## config.mk

```make
export PLATFORM = sky130hd
export DESIGN_NAME = wb_regfile_flat
export DESIGN_NICKNAME = d
export VERILOG_FILES = /design/src/rtl/wb_regfile_if.sv /design/src/rtl/wb_regfile.sv /design/src/flat_wrapper.sv
export SDC_FILE = /design/constraint.sdc
export NUM_CORES = 2
export LEC_CHECK = 0
export CORE_AREA = 5 5 368 370
export CTS_CLUSTER_SIZE = 28
export DETAILED_ROUTE_END_ITERATION = 7
export DIE_AREA = 0 0 373 375
export PLACE_DENSITY = 0.7
export SYNTH_ARGS = -nofsm -noshare
export SYNTH_HDL_FRONTEND = slang
export SYNTH_SLANG_ARGS = --single-unit
```

## constraint.sdc

```tcl
create_clock -name Clk -period 5.8 [get_ports Clk]
set_clock_uncertainty 0.05 [all_clocks]
set_input_delay 0.58 -clock Clk [delete_from_list [all_inputs] [get_ports Clk]]
set_output_delay 0.58 -clock Clk [all_outputs]
set_load 0.02 [all_outputs]
```

## src/rtl/wb_regfile_if.sv

```systemverilog
// Write-back stage bus: MEM/WB pipeline register fields in, ID-stage read ports and
// forwarding/retire information out.
interface wb_regfile_if #(
    parameter int DW = 32,
    parameter int AW = 5
);
    logic [DW-1:0] ALUResult_WB;
    logic [DW-1:0] ReadDataFromMem_WB;
    logic [DW-1:0] NextInstruct_WB;
    logic [31:0]   Instruction_WB;
    logic          MemtoReg_WB;
    logic          RegWrite_WB;
    logic          RegWriteSel_WB;
    logic          Zero_WB;
    logic [1:0]    RegDst_WB;
    logic [AW-1:0] ReadReg1;
    logic [AW-1:0] ReadReg2;
    logic [DW-1:0] ReadData1;
    logic [DW-1:0] ReadData2;
    logic          WBWriteEn;
    logic [AW-1:0] WBWriteReg;
    logic [DW-1:0] WBWriteData;
    logic [31:0]   RetiredCount;

    modport master (
        output ALUResult_WB, ReadDataFromMem_WB, NextInstruct_WB, Instruction_WB,
               MemtoReg_WB, RegWrite_WB, RegWriteSel_WB, Zero_WB, RegDst_WB,
               ReadReg1, ReadReg2,
        input  ReadData1, ReadData2, WBWriteEn, WBWriteReg, WBWriteData, RetiredCount
    );

    modport slave (
        input  ALUResult_WB, ReadDataFromMem_WB, NextInstruct_WB, Instruction_WB,
               MemtoReg_WB, RegWrite_WB, RegWriteSel_WB, Zero_WB, RegDst_WB,
               ReadReg1, ReadReg2,
        output ReadData1, ReadData2, WBWriteEn, WBWriteReg, WBWriteData, RetiredCount
    );
endinterface

```

## src/rtl/wb_regfile.sv

```systemverilog
// Write-back stage: selects destination/data, commits into the architectural register
// file, serves two bypassed read ports and counts retired (non-bubble) instructions.
module wb_regfile #(
    parameter int NREGS = 32,
    parameter int DW    = 32
) (
    input  logic         Clk,
    input  logic         Reset,
    wb_regfile_if.slave  bus
);
    localparam int AW = $clog2(NREGS);

    logic [DW-1:0] regs [NREGS];
    logic [31:0]   retiredCnt;
    logic [AW-1:0] writeReg;
    logic [DW-1:0] writeData;
    logic          writeEn;
    logic [DW-1:0] readData1;
    logic [DW-1:0] readData2;

    always_comb begin
        writeReg = bus.Instruction_WB[15:11];
        case (bus.RegDst_WB)
            2'b00:   writeReg = bus.Instruction_WB[20:16];
            2'b10:   writeReg = AW'(NREGS - 1);
            default: writeReg = bus.Instruction_WB[15:11];
        endcase
    end

    // Link forms always write the return PC, even if MemtoReg happens to be set.
    always_comb begin
        writeData = bus.ALUResult_WB;
        if (bus.RegDst_WB[1])
            writeData = bus.NextInstruct_WB;
        else if (bus.MemtoReg_WB)
            writeData = bus.ReadDataFromMem_WB;
    end

    assign writeEn = bus.RegWrite_WB & (~bus.RegWriteSel_WB | bus.Zero_WB) & (writeReg != '0);

    // Bypass the in-flight write so ID sees it in the same cycle.
    always_comb begin
        readData1 = regs[bus.ReadReg1];
        if (bus.ReadReg1 == '0)
            readData1 = '0;
        else if (writeEn && bus.ReadReg1 == writeReg)
            readData1 = writeData;
    end

    always_comb begin
        readData2 = regs[bus.ReadReg2];
        if (bus.ReadReg2 == '0)
            readData2 = '0;
        else if (writeEn && bus.ReadReg2 == writeReg)
            readData2 = writeData;
    end

    always_ff @(posedge Clk or negedge Reset) begin
        if (!Reset) begin
            for (int i = 0; i < NREGS; i++)
                regs[i] <= '0;
            retiredCnt <= '0;
        end else begin
            if (writeEn)
                regs[writeReg] <= writeData;
            if (bus.Instruction_WB != 32'h0)
                retiredCnt <= retiredCnt + 32'd1;
        end
    end

    assign bus.ReadData1    = readData1;
    assign bus.ReadData2    = readData2;
    assign bus.WBWriteEn    = writeEn;
    assign bus.WBWriteReg   = writeReg;
    assign bus.WBWriteData  = writeData;
    assign bus.RetiredCount = retiredCnt;
endmodule

```

## src/flat_wrapper.sv

```systemverilog
// flat-port wrapper written by rule: the top's interface ports become plain ports
module wb_regfile_flat 
#(
    parameter int NREGS = 32,
    parameter int DW    = 32
)
  (Clk, Reset, bus_ALUResult_WB, bus_ReadDataFromMem_WB, bus_NextInstruct_WB, bus_Instruction_WB, bus_MemtoReg_WB, bus_RegWrite_WB, bus_RegWriteSel_WB, bus_Zero_WB, bus_RegDst_WB, bus_ReadReg1, bus_ReadReg2, bus_ReadData1, bus_ReadData2, bus_WBWriteEn, bus_WBWriteReg, bus_WBWriteData, bus_RetiredCount);
  wb_regfile_if #(.DW(DW), .AW(5)) bus_i ();
  input  logic Clk;
  input  logic Reset;
  input wire logic [$bits(bus_i.ALUResult_WB)-1:0] bus_ALUResult_WB;
  input wire logic [$bits(bus_i.ReadDataFromMem_WB)-1:0] bus_ReadDataFromMem_WB;
  input wire logic [$bits(bus_i.NextInstruct_WB)-1:0] bus_NextInstruct_WB;
  input wire logic [$bits(bus_i.Instruction_WB)-1:0] bus_Instruction_WB;
  input wire logic [$bits(bus_i.MemtoReg_WB)-1:0] bus_MemtoReg_WB;
  input wire logic [$bits(bus_i.RegWrite_WB)-1:0] bus_RegWrite_WB;
  input wire logic [$bits(bus_i.RegWriteSel_WB)-1:0] bus_RegWriteSel_WB;
  input wire logic [$bits(bus_i.Zero_WB)-1:0] bus_Zero_WB;
  input wire logic [$bits(bus_i.RegDst_WB)-1:0] bus_RegDst_WB;
  input wire logic [$bits(bus_i.ReadReg1)-1:0] bus_ReadReg1;
  input wire logic [$bits(bus_i.ReadReg2)-1:0] bus_ReadReg2;
  output wire logic [$bits(bus_i.ReadData1)-1:0] bus_ReadData1;
  output wire logic [$bits(bus_i.ReadData2)-1:0] bus_ReadData2;
  output wire logic [$bits(bus_i.WBWriteEn)-1:0] bus_WBWriteEn;
  output wire logic [$bits(bus_i.WBWriteReg)-1:0] bus_WBWriteReg;
  output wire logic [$bits(bus_i.WBWriteData)-1:0] bus_WBWriteData;
  output wire logic [$bits(bus_i.RetiredCount)-1:0] bus_RetiredCount;
  assign bus_i.ALUResult_WB = bus_ALUResult_WB;
  assign bus_i.ReadDataFromMem_WB = bus_ReadDataFromMem_WB;
  assign bus_i.NextInstruct_WB = bus_NextInstruct_WB;
  assign bus_i.Instruction_WB = bus_Instruction_WB;
  assign bus_i.MemtoReg_WB = bus_MemtoReg_WB;
  assign bus_i.RegWrite_WB = bus_RegWrite_WB;
  assign bus_i.RegWriteSel_WB = bus_RegWriteSel_WB;
  assign bus_i.Zero_WB = bus_Zero_WB;
  assign bus_i.RegDst_WB = bus_RegDst_WB;
  assign bus_i.ReadReg1 = bus_ReadReg1;
  assign bus_i.ReadReg2 = bus_ReadReg2;
  assign bus_ReadData1 = bus_i.ReadData1;
  assign bus_ReadData2 = bus_i.ReadData2;
  assign bus_WBWriteEn = bus_i.WBWriteEn;
  assign bus_WBWriteReg = bus_i.WBWriteReg;
  assign bus_WBWriteData = bus_i.WBWriteData;
  assign bus_RetiredCount = bus_i.RetiredCount;
  wb_regfile #(.NREGS(NREGS), .DW(DW)) u_core (.Clk(Clk), .Reset(Reset), .bus(bus_i));
endmodule
```

==> reports/results.tsv <==
stage	metric	value	unit
yosys	synth.cells.most_frequent	nand2_1 (1,087), dfrtp_1 (1,056), o21ai_0 (962)	
layout	utilization	47.79	%
layout	nNetsFinal	5351	
yosys	synth_top_family_by_area	multiplexers	
timing	fin_crit	5622	ps
timing	timing_hold_violations_final	0	
pwr	seq_power_share	45.9	%
worst_hold_path	holdPathStages	0	
yosys	synth_simple_gate_area_share	11.10	%
yosys	synthXorXnorAreaFrac	0.5277	%
clocking	buffer_levels_on_the_longest_clock_path	3	
layout	multi_input_area	0.02635	mm2
pwr	cellInternalPower	14.79	mW
floorplanning	num_io_pins	280	
layout	drive_above_1_share	16.59	%
global_routing	groute.usage.overall	27.27	%
routing	drc	0	
setup_path	worstPathMaxFanout	7	
layout	area.growth.synth_to_final	15.43	%
timing	worst_pin_slew	1414	ps
yosys	synth_nets	5324	
worst_hold_path	holdCritPathClass	reg -> reg	
yosys	synth-async-reset-ratio	100.0	%
timing	final-setup-viol-count	0	
pwr	p_comb_share	20.3	%
clocking	clock_tree.root_cell	clkbuf_16	
routing	route.detailed.vias_per_inst	6.301	
pwr	power.share.switching	30.00	%
floorplanning	dieArea	0.1399	mm2
yosys	synth.cell_area	0.05477	mm2
floorplanning	core_area	0.1323	mm2
routing	detail_route.wirelength	194800	um
setup_path	timing.critical_path.from_type	input port	
timing	max_slew_margin	5.122	%
routing	post_drt_wl_per_cell	27.58	um
clocking	h_tree_levels	3	
placement	place.gp.congestion	0.9180	
pwr	total_switching_power	6.340	mW
timing	final.period_utilization	96.93	%
timing	slew_viol_final	0	
run_status	outcome	completed	
clocking	tritoncts_clock_tree	done	
setup_path	path_class	in -> out	
yosys	synth_fa_ha_area_share	0.02285	%
floorplanning	fp-row-count	134	
yosys	count_of_flip_flops_with_a_built_in_enable_after_synthesis	0	
yosys	postSynthAreaPerCell	10.58	um2
clocking	clock_insertion_delay_worst_skew	690	ps
run	max-cap-violations	0	
yosys	yosys-top-cells-area	dfrtp_1 (48%), mux4_2 (17%), o21ai_0 (8.8%)	
routing	routed-via-count	44510	
clocking	clkSinkCount	1056	
layout	layout.cells.non_filler	7064	
yosys	synth_sequential_area_ratio	48.25	%
global_routing	grt_first_pass_wirelength	288400	um
setup_path	reg2regPathDepth	6	
routing	drt-initial-drc-count	5864	
setup_path	data_arrival_at_the_endpoint_of_the_critical_path	4990	ps
yosys	netlist.area_leader.share	48.25	%
timing	unrepaired_setup_endpoints_after_global_routing	no	
layout	area.sequential	0.02643	mm2
floorplanning	start_util	41.40	%
setup_path	worst_setup_path_end_kind	primary output	
pwr	pwr-share-clk	33.8	%
floorplanning	die-width	373	um
setup_path	critical_path_required	5170	ps
layout	nFillCells	11670	
placement	port_buffers	279	
pwr	power.static_leakage	26.96	nW
yosys	compound_gate_portion_of_the_synthesized_area	14.45	%
floorplanning	floorplan.die.height	375	um
routing	firstDrtPassIters	6	
placement	placed_cells_incl_taps	6863	
yosys	yosysMostFrequentCell	nand2_1	
global_routing	grt-ovfl-total	0	
pwr	pwr_density_cell	334.3	mW/mm2
routing	final_antenna_net_count	0	
clocking	clk_pin_slew	60	ps
global_routing	antenna_found_initial	9	
yosys	ys_seq_elements	1056	
yosys	synthDominantAreaCellType	dfrtp_1	
global_routing	first_global_vias	43910	
placement	place.detailed.hpwl	121000	um
yosys	dominantRegCellSynth	dfrtp_1	
clocking	cts-resized-gates	0	
pwr	vdd_drop_max	0.2476	mV
timing	finalSetupTns	0	ps
clocking	numCtsBuffers	106	
global_routing	grt_max_degree	164	
yosys	muxShareOfSynthArea	21.33	%
yosys	ys_types	56	
timing	max_clock_freq	0.1779	GHz
yosys	yosysWarningCount	0	
yosys	synthesized_instance_count	5177	
-- state kept, by name, summed over array words and instances, names as in the netlist --
register,count
u_core.regs,1024
u_core.bus.RetiredCount,32
-- final cells by class --
type / instances / share of cell area, %
multi-input cells: 3538 / 41.68
flip-flops and latches: 1056 / 41.80
inverters: 44 / 0.2613
clock inverters: 35 / 0.5819
diodes: 5 / 0.01979
repair buffers: 458 / 7.066
clock buffers: 160 / 5.091
well taps: 1768 / 3.499
-- routing by layer --
| metal | GRT usage, % | routed length [um] | vias up |
|---|---|---|---|
| li1 | - | - | 18840 |
| met1 | 36.63 | 75180 | 22190 |
| met2 | 39.98 | 83400 | 2919 |
| met3 | 9.904 | 26460 | 557 |
| met4 | 11.66 | 9558 | 12 |
| met5 | 0.7547 | 207 | - |
-- logic make-up after synthesis --
kind of cell             Yosys count
flip-flops                      1056
XOR/XNOR                          33
AND/OR/NAND/NOR                 1457
adder cells (fa/ha/maj)            1
multiplexers                     646
buffers and inverters            583
AO/OA/AOI/OAI                   1401
-- layout by cell type (no fill, tap or decap), types with 49 or more instances in the layout --
cell type,netlist,final
nand2_1,1087,1078
nor2_1,80,78
nor3_1,151,148
mux2i_1,223,223
dfrtp_1,1056,1056
o21ai_0,962,962
mux4_2,416,416
o22ai_1,135,135
clkbuf_16,0,108
a211oi_1,49,49
clkdlybuf4s50_1,0,266
buf_4,29,153
a22oi_1,58,58
-- repair_timing --
item / in CTS / in global routing
setup buffers: 0 / 0
endpoints found under the setup margin: 0 / 0
endpoints found under the hold margin: 92 / 0
hold buffers: 1 / 0
-- power groups by stage --
stage	Clock, mW	Combinational [mW]	Sequential (mW)
after floorplan	0	2.90	9.46
after global placement	0	4.13	9.65
after detailed placement	0	4.25	9.76
after CTS	7.18	4.26	9.65
after global routing	7.48	4.70	9.85
final	7.14	4.30	9.70
-- through the flow --
step           area [um2]  hold WS (ps)  total power [mW]  worst slack [ps]
2_1_floorplan       54770         234.4             12.36              2432
3_3_place_gp        59610         326.4             13.77             503.6
3_5_place_dp        59610         333.6             14.01             399.0
4_1_cts             63200         347.5             21.09             401.4
5_1_grt             63210         358.1             22.03             143.7
6_report            63220         346.2             21.13             177.9
-- path summary, 6_finish.rpt --
| kind | start | endpoint | slack, ps |
|---|---|---|---|
| worst min register to register | u_core.regs[1022] | u_core.regs[1022] | 350 |
| max in group asynchronous | Reset | u_core.regs[709] | 3650 |
| worst max register to register | u_core.bus.RetiredCount[3] | u_core.bus.RetiredCount[30] | 3320 |
| worst min-delay path | u_core.regs[1022] | u_core.regs[1022] | 350 |
| worst max-delay path | bus_RegWriteSel_WB | bus_ReadData2[22] | 180 |
| min in group asynchronous | Reset | u_core.regs[700] | 510 |
-- critical path, stage by stage --
cell             delay (ps)
clkdlybuf4s50_1         450
inv_1                    40
o21ai_1                1070
o21bai_1                380
nor4_2                  200
or2_2                   450
o21ai_0                 990
clkdlybuf4s50_1         810
(Power assumes the default switching activity.)
